## src/rtl/updown_counter_ext.sv

```systemverilog
// Loadable up/down counter with runtime limit, wrap/saturate boundary mode,
// registered terminal-count pulse and sticky boundary flag.
module updown_counter_ext #(
    parameter int WIDTH    = 4,
    parameter bit SATURATE = 1'b0
) (
    input  logic             clk,
    input  logic             rst,
    input  logic             clr,
    input  logic             ld,
    input  logic             en,
    input  logic             upDown,
    input  logic [WIDTH-1:0] d,
    input  logic [WIDTH-1:0] limit,
    output logic [WIDTH-1:0] q,
    output logic             tc,
    output logic             bnd,
    output logic             at_max,
    output logic             at_zero
);

    localparam logic [WIDTH-1:0] ONE = {{(WIDTH-1){1'b0}}, 1'b1};

    typedef struct packed {
        logic [WIDTH-1:0] q;
        logic             tc;
        logic             bnd;
    } state_t;

    state_t nxt;

    always_comb begin
        nxt.q   = q;
        nxt.tc  = 1'b0;
        nxt.bnd = bnd;
        if (clr) begin
            nxt.q   = '0;
            nxt.bnd = 1'b0;
        end else if (ld) begin
            nxt.q = (d <= limit) ? d : limit;
        end else if (en) begin
            if (upDown) begin
                // q+1 only when q < limit, so it can never overflow WIDTH bits
                if (q < limit) begin
                    nxt.q = q + ONE;
                end else begin
                    nxt.q   = SATURATE ? limit : '0;
                    nxt.tc  = 1'b1;
                    nxt.bnd = 1'b1;
                end
            end else begin
                if (q != '0) begin
                    nxt.q = q - ONE;
                end else begin
                    nxt.q   = SATURATE ? '0 : limit;
                    nxt.tc  = 1'b1;
                    nxt.bnd = 1'b1;
                end
            end
        end
    end

    always_ff @(posedge clk or negedge rst) begin
        if (!rst) begin
            q   <= '0;
            tc  <= 1'b0;
            bnd <= 1'b0;
        end else begin
            q   <= nxt.q;
            tc  <= nxt.tc;
            bnd <= nxt.bnd;
        end
    end

    assign at_max  = (q >= limit);
    assign at_zero = (q == '0);

endmodule

```

## config.mk

```make
export PLATFORM = sky130hd
export DESIGN_NAME = updown_counter_ext
export DESIGN_NICKNAME = d
export VERILOG_FILES = /design/src/rtl/updown_counter_ext.sv
export SDC_FILE = /design/constraint.sdc
export NUM_CORES = 1
export LEC_CHECK = 0
export ABC_AREA = 1
export CAP_MARGIN = 20
export CORE_MARGIN = 2
export CORE_UTILIZATION = 47
export DETAILED_ROUTE_END_ITERATION = 12
export HOLD_SLACK_MARGIN = 0.02
export PLACE_DENSITY = 0.76
export SETUP_SLACK_MARGIN = 0.02
export SYNTH_ARGS = -nofsm -noshare
export SYNTH_HDL_FRONTEND = slang
export SYNTH_SLANG_ARGS = --single-unit
```

## constraint.sdc

```tcl
create_clock -name clk -period 1.7 [get_ports clk]
set_clock_uncertainty 0.1 [all_clocks]
set_input_delay 0.425 -clock clk [delete_from_list [all_inputs] [get_ports clk]]
set_output_delay 0.425 -clock clk [all_outputs]
set_load 0.03 [all_outputs]
```

==> qor.txt, run 1 <==
Outcome - stopped before the end
Fail Step - clock tree synthesis
Log Error - [ERROR DPL-0033] detailed placement checks failed during check placement.
Top post-synthesis cells by area - nand2_1, dfrtp_1, ha_1
Initial Utilization - 51.7%
Postcts setup bufs - 21
Post-synthesis sequential area ratio - 18.8%
Die width - 45.2 um
# rows - 14
DP Wirelength - 1960 um
Gp weighted congestion - 0.889
Root buf cell - clkbuf_4
Mapped Nets - 157
Area leader, netlist - nand2_1
Synthesized cell area - 797 um2
Register bit count reported by yosys - 6
Port Buf Inserts - 21
Synth cell types - 18
Syn Inst Count - 133
Post-synth top area share - 20.7%
Area after DPL - 0.00117 mm2
Syn avg cell area - 5.99 um2
Clock Sinks - 6
Post-CTS sizing - 61
Max H-tree Level - 1
Die height - 45.2 um
Worst-case clock buffer depth - 2
Ports - 22
Hold buffers post-CTS - 0
TritonCTS buffer count - 3
Warnings from Yosys - 0
-- Yosys cell counts, drive strengths merged --
master,count
buf,1
dfrtp,6
o211ai,2
nand4,1
nand2,46
nor2,11
ha,10
a21oi,5
nand3,17
o21ai,3
xor2,1
inv,30
-- kinds of logic after synthesis --
| logic type | after synthesis | share of synthesized area [%] |
|---|---|---|
| AND/OR/NAND/NOR | 75 | 41.9 |
| XOR/XNOR | 1 | 1.10 |
| AO/OA/AOI/OAI | 10 | 6.91 |
| adder cells (fa/ha/maj) | 10 | 15.7 |
| flip-flops | 6 | 18.8 |
| buffers and inverters | 31 | 15.5 |
-- stage by stage --
stage               utilization, %  TNS, ns  setup slack, ns  std cells
detailed placement            75.6    -4.07           -0.628        183
floorplan                        -        0          0.00872        133
global placement              75.6    -3.66           -0.563        183
==> run 2: changes to the inputs <==
--- a/config.mk
+++ b/config.mk
@@ -7,12 +7,10 @@
 export LEC_CHECK = 0
 export ABC_AREA = 1
 export CAP_MARGIN = 20
-export CORE_MARGIN = 2
-export CORE_UTILIZATION = 47
+export CORE_AREA = 2 2 63 65
 export DETAILED_ROUTE_END_ITERATION = 12
-export HOLD_SLACK_MARGIN = 0.02
-export PLACE_DENSITY = 0.76
-export SETUP_SLACK_MARGIN = 0.02
+export DIE_AREA = 0 0 65 67
+export PLACE_DENSITY_LB_ADDON = 0.15
 export SYNTH_ARGS = -nofsm -noshare
 export SYNTH_HDL_FRONTEND = slang
 export SYNTH_SLANG_ARGS = --single-unit
==> qor.txt, run 2 <==
Outcome - complete, but fails checks
Failing checks - setup timing
Area after DPL - 0.00120 mm2 (+3.1%)
Drt total wl - 2430 um
Pin count of the biggest net entering global routing - 9
Crit path DAT - 1.39 ns
Most frequent cells in the layout - nand2_1, buf_4, inv_1, nand2_2
Hold buffers post-CTS - 0 (unchanged)
Warnings from Yosys - 0 (unchanged)
Slew Limit Fails - 0
EDFF count, synth - 0 (unchanged)
Clock Sinks - 6 (unchanged)
Maxcap violations - 0
Setup WS post-layout - -0.214 ns
Worst flop-to-flop path startpoint - q[3]
Avg Vias per Cell - 4.19
Met3 WL - 63 um
Prevailing post-synth register cell - dfrtp_1
Period utilization - 113%
DRT Pass-1 Iters - 4
Max Used Layer - met3
Die footprint - 0.00436 mm2
Synth cell types - 18 (unchanged)
DP Wirelength - 1920 um (-2.3%)
Unrepaired setup endpoints after global routing - true
Area leader, netlist - nand2_1
Skew-Pair Late Insertion Delay - 0.22 ns
Synthesized cell area - 797 um2 (unchanged)
Worst slew pin tran - 0.304 ns
Largest registers - q (4), bnd (1), tc (1)
Final Instance Area - 0.00152 mm2
GRT Util Overall - 12.3%
Startpoint Class - flop
Root buf cell - clkbuf_8
Port Buf Inserts - 21 (unchanged)
Max H-tree Level - 1 (unchanged)
Initial Utilization - 22.1% (-30 points)
Met1 wire length - 1080 um
Layout cells sized above 1 - 49.5%
Setup slack, reg-to-reg - -0.09 ns
Mapped Nets - 157 (unchanged)
Hold Path Class - input pin to async pin
Die width - 65 um (+44%)
Die height - 67 um (+48%)
Critical Path, Cell by Cell - ha_4, nand2_1, nand2_1, nand2_2, nand2_2, inv_2, nand2_4, buf_6
Maximum VDD drop - 206 uV
Initial DRC count - 35
Worst R2R Path Depth - 13
Setup_tns - -0.430 ns
Post-synth top area share - 20.7% (unchanged)
Most common cell in the synthesized netlist - nand2_1
First-pass GRT wire length - 4260 um
Register bit count reported by yosys - 6 (unchanged)
# rows - 22 (+8)
Reg-to-reg endpoint - q[2]
Routed vias - 980
Synth cell count leaders - nand2_1, inv_1, nand3_1, ha_1, nor2_1
Max reg flops - 4
Crit-path max FO - 4
Ports - 22 (unchanged)
Gp weighted congestion - 0.761 (-14%)
Kind of critical path - flop to output pin
Gr ovfl total - 0
Final setup vio count - 3
# DRC - 0
Setup crit end kind - output pin
WL met2 - 1290 um
Number of global-route vias before repair - 987
Worst Path Required - 1.17 ns
Total power divided by cell area - 671 mW/mm2
CTS tree - built
Leakage - 0.820 nW
Clock slew at reported path FFs - 0.04 ns
Post-synthesis sequential area ratio - 18.8% (unchanged)
Final Hold Fails - 0
Diodes inserted - 0
Biggest register - q
Antenna violations before repair - 0
Fmax achieved - 0.522 GHz
Syn avg cell area - 5.99 um2 (unchanged)
Relative slew margins - 79.8%
TritonCTS buffer count - 3 (unchanged)
Fin crit period - 1.91 ns
Crit-path slowest cell - dfrtp_2
Top post-synthesis cells by area - nand2_1, dfrtp_1, ha_1
Worst-case clock buffer depth - 2 (unchanged)
Fin nets - 211
Core area - 0.00361 mm2
Routed len/inst - 10.4 um
Max incr delay on CP - 0.44 ns
Syn Inst Count - 133 (unchanged)
Async SR Flop Fraction - 100% (unchanged)
Antenna-violating nets left - 0
P&R area growth vs syn - 91.2%
==> run 2: cell counts after synthesis <==
Identical to the previous run, type by type.
==> run 2: logic make-up after synthesis <==
| kind of cell | count (synthesis) | share of synthesized area, % |
|---|---|---|
| AND/OR/NAND/NOR | 75 | 41.9 |
| buffers and inverters | 31 | 15.5 |
| AO/OA/AOI/OAI | 10 | 6.91 |
| adder cells (fa/ha/maj) | 10 | 15.7 |
| flip-flops | 6 | 18.8 |
| XOR/XNOR | 1 | 1.10 |
==> run 2: critical path, delay by kind of cell, from the launching register on <==
kind / cells / cell delay, ns
flip-flops: 1 / 0.44
AND/OR/NAND/NOR: 5 / 0.28
adder cells (fa/ha/maj): 1 / 0.25
buffers and inverters: 2 / 0.20
==> run 2: timing repair <==
action,in CTS,in global routing
gates resized for setup,55,15
endpoints found under the setup margin,12,8
setup buffers,15,2
pin swaps,19,12
==> run 2: power breakdown <==
group / leakage (nW) / internal [W] / switching, W
Combinational: 0.724 / 0.000293 / 0.000330
Clock: 0.0228 / 0.000161 / 0.0000587
Sequential: 0.0733 / 0.000161 / 0.0000195
==> run 2: cell type report <==
| cell class | instances | area, um2 |
|---|---|---|
| well taps | 48 | 60.1 |
| clock buffers | 4 | 45.0 |
| multi-input cells | 96 | 736 |
| repair buffers | 50 | 408 |
| inverters | 30 | 120 |
| flip-flops and latches | 6 | 155 |
| fillers | 381 | 2080 |
==> run 2: layer usage <==
metal / vias to the layer above / track usage (%)
li1: 519 / -
met4: 0 / 0
met5: - / 0
met2: 15 / 23.8
met1: 446 / 15.0
met3: 0 / 2.20
==> run 2: per-stage QoR <==
step                util, %  cells  hold slack, ns  setup WS [ns]  power (W)
CTS                    40.5    233           0.354         -0.225   0.000991
floorplan                 -    133          0.0294        0.00293   0.000472
detailed placement     33.3    216           0.373         -0.612   0.000652
global placement       33.3    216           0.368         -0.608   0.000653
global route           42.3    234           0.367         -0.283    0.00111
finish                 42.3    234           0.349         -0.214    0.00102
==> run 2: worst max path at each step <==
stage                     startpoint      to  slack (ns)
after floorplan                 q[3]  at_max       0.003
after global placement      limit[2]    q[3]       -0.61
after detailed placement    limit[3]  at_max       -0.61
after CTS                       q[1]  at_max       -0.22
after global routing            q[3]  at_max       -0.28
final                           q[1]  at_max       -0.21
(Power assumes the default switching activity.)
